--- src/rtl/ncpu32k_lsu_if.sv ---
// Execute-stage op/result handshakes plus the dcache command/response channel.
// slave = the LSU side, master = the pipeline/dcache environment driving it.
interface ncpu32k_lsu_if #(
  parameter int AW = 32,
  parameter int DW = 32
);
  logic          lsu_op_valid;
  logic          lsu_op_ready;
  logic          lsu_op_load;
  logic [2:0]    lsu_op_size;
  logic          lsu_op_sign;
  logic [AW-1:0] lsu_op_addr;
  logic [DW-1:0] lsu_op_wdat;
  logic          lsu_valid;
  logic          lsu_ready;
  logic [DW-1:0] lsu_dout;
  logic          lsu_exc_align;
  logic          dcache_cmd_valid;
  logic          dcache_cmd_ready;
  logic [AW-1:0] dcache_cmd_addr;
  logic [2:0]    dcache_cmd_size;
  logic          dcache_cmd_we;
  logic [DW-1:0] dcache_din;
  logic          dcache_valid;
  logic          dcache_ready;
  logic [DW-1:0] dcache_dout;

  modport slave (
    input  lsu_op_valid, lsu_op_load, lsu_op_size, lsu_op_sign, lsu_op_addr, lsu_op_wdat,
    input  lsu_ready, dcache_cmd_ready, dcache_valid, dcache_dout,
    output lsu_op_ready, lsu_valid, lsu_dout, lsu_exc_align,
    output dcache_cmd_valid, dcache_cmd_addr, dcache_cmd_size, dcache_cmd_we, dcache_din, dcache_ready
  );

  modport master (
    output lsu_op_valid, lsu_op_load, lsu_op_size, lsu_op_sign, lsu_op_addr, lsu_op_wdat,
    output lsu_ready, dcache_cmd_ready, dcache_valid, dcache_dout,
    input  lsu_op_ready, lsu_valid, lsu_dout, lsu_exc_align,
    input  dcache_cmd_valid, dcache_cmd_addr, dcache_cmd_size, dcache_cmd_we, dcache_din, dcache_ready
  );
endinterface

--- src/rtl/ncpu32k_lsu.sv ---
// Load/store unit: one op at a time, alignment check, lane placement, load extension.
// Latency op->result 3 cycles aligned (1 misaligned); every handshake holds its outputs until accepted.
module ncpu32k_lsu (
  input  logic         clk,
  input  logic         rst,
  ncpu32k_lsu_if.slave bus
);
  typedef enum logic [1:0] {IDLE, CMD, RESP, DONE} state_t;

  state_t      state;
  logic [1:0]  addr_lo;
  logic [1:0]  sz_q;
  logic        sign_q;
  logic        load_q;

  logic [1:0]  op_size;
  logic        misalign;
  logic [31:0] wplace;
  logic [7:0]  lb;
  logic [15:0] lh;
  logic [31:0] ldata;

  // Unknown size codes behave as word everywhere, including the dcache size field.
  always_comb begin
    op_size = 2'd2;
    if (bus.lsu_op_size == 3'd0) op_size = 2'd0;
    else if (bus.lsu_op_size == 3'd1) op_size = 2'd1;

    misalign = 1'b0;
    wplace   = bus.lsu_op_wdat;
    case (op_size)
      2'd0: wplace = {4{bus.lsu_op_wdat[7:0]}};
      2'd1: begin
        wplace   = {2{bus.lsu_op_wdat[15:0]}};
        misalign = bus.lsu_op_addr[0];
      end
      default: misalign = |bus.lsu_op_addr[1:0];
    endcase
  end

  always_comb begin
    lb = bus.dcache_dout[7:0];
    case (addr_lo)
      2'd1:    lb = bus.dcache_dout[15:8];
      2'd2:    lb = bus.dcache_dout[23:16];
      2'd3:    lb = bus.dcache_dout[31:24];
      default: lb = bus.dcache_dout[7:0];
    endcase
    lh = addr_lo[1] ? bus.dcache_dout[31:16] : bus.dcache_dout[15:0];

    ldata = bus.dcache_dout;
    case (sz_q)
      2'd0:    ldata = sign_q ? {{24{lb[7]}}, lb} : {24'd0, lb};
      2'd1:    ldata = sign_q ? {{16{lh[15]}}, lh} : {16'd0, lh};
      default: ldata = bus.dcache_dout;
    endcase
  end

  always_ff @(posedge clk) begin
    if (rst) begin
      state                <= IDLE;
      addr_lo              <= 2'd0;
      sz_q                 <= 2'd0;
      sign_q               <= 1'b0;
      load_q               <= 1'b0;
      bus.lsu_op_ready     <= 1'b1;
      bus.lsu_valid        <= 1'b0;
      bus.lsu_exc_align    <= 1'b0;
      bus.lsu_dout         <= '0;
      bus.dcache_cmd_valid <= 1'b0;
      bus.dcache_ready     <= 1'b0;
      bus.dcache_cmd_addr  <= '0;
      bus.dcache_cmd_size  <= 3'd0;
      bus.dcache_cmd_we    <= 1'b0;
      bus.dcache_din       <= '0;
    end else begin
      case (state)
        IDLE: begin
          if (bus.lsu_op_valid) begin
            addr_lo             <= bus.lsu_op_addr[1:0];
            sz_q                <= op_size;
            sign_q              <= bus.lsu_op_sign;
            load_q              <= bus.lsu_op_load;
            bus.dcache_cmd_addr <= {bus.lsu_op_addr[31:2], 2'b00};
            bus.dcache_cmd_size <= {1'b0, op_size};
            bus.dcache_cmd_we   <= ~bus.lsu_op_load;
            bus.dcache_din      <= wplace;
            bus.lsu_op_ready    <= 1'b0;
            if (misalign) begin
              // Misaligned ops never reach the dcache; report straight away.
              bus.lsu_exc_align <= 1'b1;
              bus.lsu_dout      <= '0;
              bus.lsu_valid     <= 1'b1;
              state             <= DONE;
            end else begin
              bus.lsu_exc_align    <= 1'b0;
              bus.dcache_cmd_valid <= 1'b1;
              state                <= CMD;
            end
          end
        end
        CMD: begin
          if (bus.dcache_cmd_ready) begin
            bus.dcache_cmd_valid <= 1'b0;
            bus.dcache_ready     <= 1'b1;
            state                <= RESP;
          end
        end
        RESP: begin
          if (bus.dcache_valid) begin
            bus.dcache_ready <= 1'b0;
            bus.lsu_dout     <= load_q ? ldata : 32'd0;
            bus.lsu_valid    <= 1'b1;
            state            <= DONE;
          end
        end
        DONE: begin
          if (bus.lsu_ready) begin
            bus.lsu_valid    <= 1'b0;
            bus.lsu_op_ready <= 1'b1;
            state            <= IDLE;
          end
        end
        default: state <= IDLE;
      endcase
    end
  end
endmodule

--- src/flat_wrapper.sv ---
// flat-port wrapper written by rule: the top's interface ports become plain ports
module ncpu32k_lsu_flat 
  (clk, rst, bus_lsu_op_valid, bus_lsu_op_load, bus_lsu_op_size, bus_lsu_op_sign, bus_lsu_op_addr, bus_lsu_op_wdat, bus_lsu_ready, bus_dcache_cmd_ready, bus_dcache_valid, bus_dcache_dout, bus_lsu_op_ready, bus_lsu_valid, bus_lsu_dout, bus_lsu_exc_align, bus_dcache_cmd_valid, bus_dcache_cmd_addr, bus_dcache_cmd_size, bus_dcache_cmd_we, bus_dcache_din, bus_dcache_ready);
  ncpu32k_lsu_if bus_i ();
  input  logic clk;
  input  logic rst;
  input wire logic [$bits(bus_i.lsu_op_valid)-1:0] bus_lsu_op_valid;
  input wire logic [$bits(bus_i.lsu_op_load)-1:0] bus_lsu_op_load;
  input wire logic [$bits(bus_i.lsu_op_size)-1:0] bus_lsu_op_size;
  input wire logic [$bits(bus_i.lsu_op_sign)-1:0] bus_lsu_op_sign;
  input wire logic [$bits(bus_i.lsu_op_addr)-1:0] bus_lsu_op_addr;
  input wire logic [$bits(bus_i.lsu_op_wdat)-1:0] bus_lsu_op_wdat;
  input wire logic [$bits(bus_i.lsu_ready)-1:0] bus_lsu_ready;
  input wire logic [$bits(bus_i.dcache_cmd_ready)-1:0] bus_dcache_cmd_ready;
  input wire logic [$bits(bus_i.dcache_valid)-1:0] bus_dcache_valid;
  input wire logic [$bits(bus_i.dcache_dout)-1:0] bus_dcache_dout;
  output wire logic [$bits(bus_i.lsu_op_ready)-1:0] bus_lsu_op_ready;
  output wire logic [$bits(bus_i.lsu_valid)-1:0] bus_lsu_valid;
  output wire logic [$bits(bus_i.lsu_dout)-1:0] bus_lsu_dout;
  output wire logic [$bits(bus_i.lsu_exc_align)-1:0] bus_lsu_exc_align;
  output wire logic [$bits(bus_i.dcache_cmd_valid)-1:0] bus_dcache_cmd_valid;
  output wire logic [$bits(bus_i.dcache_cmd_addr)-1:0] bus_dcache_cmd_addr;
  output wire logic [$bits(bus_i.dcache_cmd_size)-1:0] bus_dcache_cmd_size;
  output wire logic [$bits(bus_i.dcache_cmd_we)-1:0] bus_dcache_cmd_we;
  output wire logic [$bits(bus_i.dcache_din)-1:0] bus_dcache_din;
  output wire logic [$bits(bus_i.dcache_ready)-1:0] bus_dcache_ready;
  assign bus_i.lsu_op_valid = bus_lsu_op_valid;
  assign bus_i.lsu_op_load = bus_lsu_op_load;
  assign bus_i.lsu_op_size = bus_lsu_op_size;
  assign bus_i.lsu_op_sign = bus_lsu_op_sign;
  assign bus_i.lsu_op_addr = bus_lsu_op_addr;
  assign bus_i.lsu_op_wdat = bus_lsu_op_wdat;
  assign bus_i.lsu_ready = bus_lsu_ready;
  assign bus_i.dcache_cmd_ready = bus_dcache_cmd_ready;
  assign bus_i.dcache_valid = bus_dcache_valid;
  assign bus_i.dcache_dout = bus_dcache_dout;
  assign bus_lsu_op_ready = bus_i.lsu_op_ready;
  assign bus_lsu_valid = bus_i.lsu_valid;
  assign bus_lsu_dout = bus_i.lsu_dout;
  assign bus_lsu_exc_align = bus_i.lsu_exc_align;
  assign bus_dcache_cmd_valid = bus_i.dcache_cmd_valid;
  assign bus_dcache_cmd_addr = bus_i.dcache_cmd_addr;
  assign bus_dcache_cmd_size = bus_i.dcache_cmd_size;
  assign bus_dcache_cmd_we = bus_i.dcache_cmd_we;
  assign bus_dcache_din = bus_i.dcache_din;
  assign bus_dcache_ready = bus_i.dcache_ready;
  ncpu32k_lsu u_core (.clk(clk), .rst(rst), .bus(bus_i));
endmodule
--- config.mk ---
export PLATFORM = sky130hd
export DESIGN_NAME = ncpu32k_lsu_flat
export DESIGN_NICKNAME = d
export VERILOG_FILES = /design/src/rtl/ncpu32k_lsu_if.sv /design/src/rtl/ncpu32k_lsu.sv /design/src/flat_wrapper.sv
export SDC_FILE = /design/constraint.sdc
export NUM_CORES = 1
export LEC_CHECK = 0
export ABC_AREA = 1
export CELL_PAD_IN_SITES_DETAIL_PLACEMENT = 1
export CELL_PAD_IN_SITES_GLOBAL_PLACEMENT = 2
export CORE_ASPECT_RATIO = 1.4
export CORE_MARGIN = 2
export CORE_UTILIZATION = 21
export CTS_BUF_LIST = sky130_fd_sc_hd__clkbuf_8
export DETAILED_ROUTE_END_ITERATION = 16
export PLACE_DENSITY = 0.8
export SETUP_SLACK_MARGIN = 0.3
export SYNTH_ARGS = -nofsm -noshare
export SYNTH_HDL_FRONTEND = slang
export SYNTH_SLANG_ARGS = --single-unit
--- constraint.sdc ---
create_clock -name clk -period 1.5 [get_ports clk]
set_input_delay 0.225 -clock clk [delete_from_list [all_inputs] [get_ports clk]]
set_output_delay 0.225 -clock clk [all_outputs]
set_load 0.05 [all_outputs]
==> results.json <==
{
  "areaGrowthSynthToFinish_pct": 96.1,
  "diodes": 0,
  "fin_tns_setup_ps": -3320,
  "cp_data_arrival_time_ps": 1900,
  "async_flop_share_pct": 0,
  "critPathKind": "reg -> reg",
  "top_level_ports": 212,
  "rrSetupSlack_ps": -110,
  "failed_checks": "setup timing",
  "power_density_nw_per_um2": 1560,
  "yosys.area.top_type": "dfxtp_1",
  "reg2reg_from": "u_core.state[0]",
  "power_mw": 15.0,
  "synth_seq_area_share_pct": 44.2,
  "cts_tree": "done",
  "io_buffers": 208,
  "fillers": 2614,
  "yosysMostFrequentCell": "nand2_1",
  "cts_buffer_depth": 2,
  "vias": 5647,
  "stdcell_area_um2": 9590,
  "status": "finished with violations",
  "synth_ff_type": "dfxtp_1",
  "yosys.area.top_type_share_pct": 44.2,
  "ys_ff_latch": 108,
  "start_util_pct": 21.2,
  "finalNonFillerCells": 1278,
  "worstSetupStartpointType": "flip-flop",
  "hold_viol": 0,
  "setup_viol": 75,
  "r2r_cells": 10,
  "drtAntennaViolNets": 0,
  "fmax_mhz": 621,
  "crit_required_ps": 1790,
  "wl_um": 21100,
  "synthCells": 672,
  "antenna_found_initial": 0,
  "row_count": 66,
  "crit_path_frequent_cell": "inv_2",
  "clock_skew_ps": 12.4,
  "maxCapViolCount": 0,
  "place_congestion": 0.754,
  "dp_hpwl_um": 15300,
  "numCtsBuffers": 9,
  "slew_viol_final": 0,
  "syn_area_per_cell_um2": 7.28,
  "reg2reg_to": "u_core.bus.lsu_dout[15]",
  "synthTopCellsByCount": "180 x nand2_1, 108 x dfxtp_1, 74 x nor2_1",
  "die_y_um": 185,
  "rsz0062_at_grt": "yes",
  "grt_use_total_pct": 16.7,
  "synth_cell_type_count": 31,
  "grt.overflow.total": 0,
  "drc": 0,
  "crit_chain": "inv_2 > ha_4 > inv_2 > or2_4 > nand3_4 > nor2_8 > buf_12 > buf_16 > nand3_1 > a21oi_1",
  "place_ws_ps": -456,
  "min_path_type": "in -> reg",
  "cts-htree-levels": 3,
  "crit_path_max_incr_delay_ps": 350,
  "cts_root_buffer": "clkbuf_8",
  "placed_area_um2": 7930,
  "final_util_pct": 41.6,
  "grt_pass1_wl_um": 31800,
  "cp_slowest_cell": "dfxtp_2",
  "fin_crit_ps": 1610,
  "die_w_um": 133,
  "placedCellCount": 1218,
  "crit_end": "u_core.bus.lsu_dout[15]",
  "grt_pass1_vias": 5982,
  "crit_start": "u_core.state[0]",
  "setup_slack_ps": -111,
  "wl_per_cell_um": 16.5,
  "syn-cell-area_um2": 4890,
  "ys_top_cells_by_area": "dfxtp_1 44%, nand2_1 14%, a21oi_1 6.7%, o21ai_0 6.5%, nor2_1 5.7%",
  "nets": 1078,
  "vdd_drop_max_v": 0.000889,
  "drtIter0Drc": 132,
  "clock-sinks": 108,
  "ys_warn_count": 0,
  "finalCritPeriodShare_pct": 107,
  "hold_ws_ps": 79.7,
  "synth-edff-count": 0,
  "grt_start_max_net_pins": 58,
  "cp_max_fo": 5,
  "drive_gt1_share_pct": 49.8,
  "endpoint_kind": "flip-flop",
  "cts.clk_slew.worst_paths_ps": 120,
  "clk_latency_ps": 400,
  "first_pass_iters": 4,
  "core_um2": 23000,
  "die_area_um2": 24500,
  "leakagePower_nw": 3.89,
  "via_per_inst": 4.42
}
## state kept, by name, summed over array words and instances (netlist names)
register,cells
u_core.bus.lsu_exc_align,1
u_core.bus.lsu_op_ready,1
u_core.state,2
u_core.bus.dcache_cmd_we,1
u_core.bus.dcache_ready,1
u_core.addr_lo,2
u_core.bus.dcache_din,32
u_core.load_q,1
u_core.bus.lsu_valid,1
u_core.bus.lsu_dout,32
u_core.bus.dcache_cmd_valid,1
u_core.sz_q,2
u_core.bus.dcache_cmd_addr,30
u_core.sign_q,1
## report_power, final
part	internal, mW	switching [mW]	total, mW
registers	3.52	0.515	4.03
clock network	0.634	1.18	1.82
logic	4.22	4.89	9.11
total	8.37	6.59	15.0
## cell usage in the layout (no fill, tap or decap), types with 23 or more instances in the layout
master           count
buf_6               68
o21ai_0             36
o21ai_1             23
buf_8               27
nor2_2              23
buf_4               79
clkdlybuf4s50_1    105
a21oi_1             56
nor2_1              41
nand2_1            159
dfxtp_2             90
buf_12              39
## layer usage
metal / global-route usage, % / routed length [um] / vias up
met5: 0 / 0 / -
met4: 5.85 / 428 / 0
met3: 4.32 / 1350 / 26
met2: 30.7 / 11200 / 171
met1: 18.4 / 8070 / 2655
li1: - / - / 2795
## cell type report
class                      count  area (um^2)  share of cell area, %
clock buffer                   9          124                   1.29
tap                          306          383                   3.99
multi-input combinational    492         2840                   29.6
sequential                   108         2320                   24.1
inverter                      32          143                   1.49
timing repair buffer         324         3730                   38.9
clock inverter                 7         56.3                  0.587
## timing repair
action	in CTS	in global routing
setup endpoints to repair	209	178
pin swaps	11	21
cloned	3	2
hold buffers	0	0
gates resized for setup	212	166
buffers inserted	13	26
## worst max-delay path, delay by kind of cell, from the launching register on
kind                       cells  cell delay [ps]
AOI/OAI and AO/OA              1               60
adders and majority gates      1              180
buffers and inverters          4              400
DFF                            1              350
and+or+nand+nor                4              510
## worst min path at each step
stage,from,to,cells after the start,slack (ps)
2_1_floorplan,bus_lsu_op_load,u_core.bus.dcache_cmd_we,1,310
3_3_place_gp,u_core.bus.dcache_cmd_addr[25],u_core.bus.dcache_cmd_addr[25],2,450
3_5_place_dp,u_core.bus.lsu_dout[13],u_core.bus.lsu_dout[13],2,460
4_1_cts,rst,u_core.load_q,2,50
5_1_grt,rst,u_core.load_q,2,60
6_report,rst,u_core.load_q,2,80
## cells by family (layout without fill, tap and decap cells)
kind of cell / after synthesis / after routing / synth area share, %
fa+ha+maj: 4 / 4 / 1.02
other cells: 1 / 3 / 0.0767
flops: 108 / 108 / 44.2
simple gates: 309 / 309 / 28.1
buf+inv: 74 / 372 / 6.55
compound gates: 176 / 176 / 20.1
Note: power is estimated with default switching activity, not from simulation.
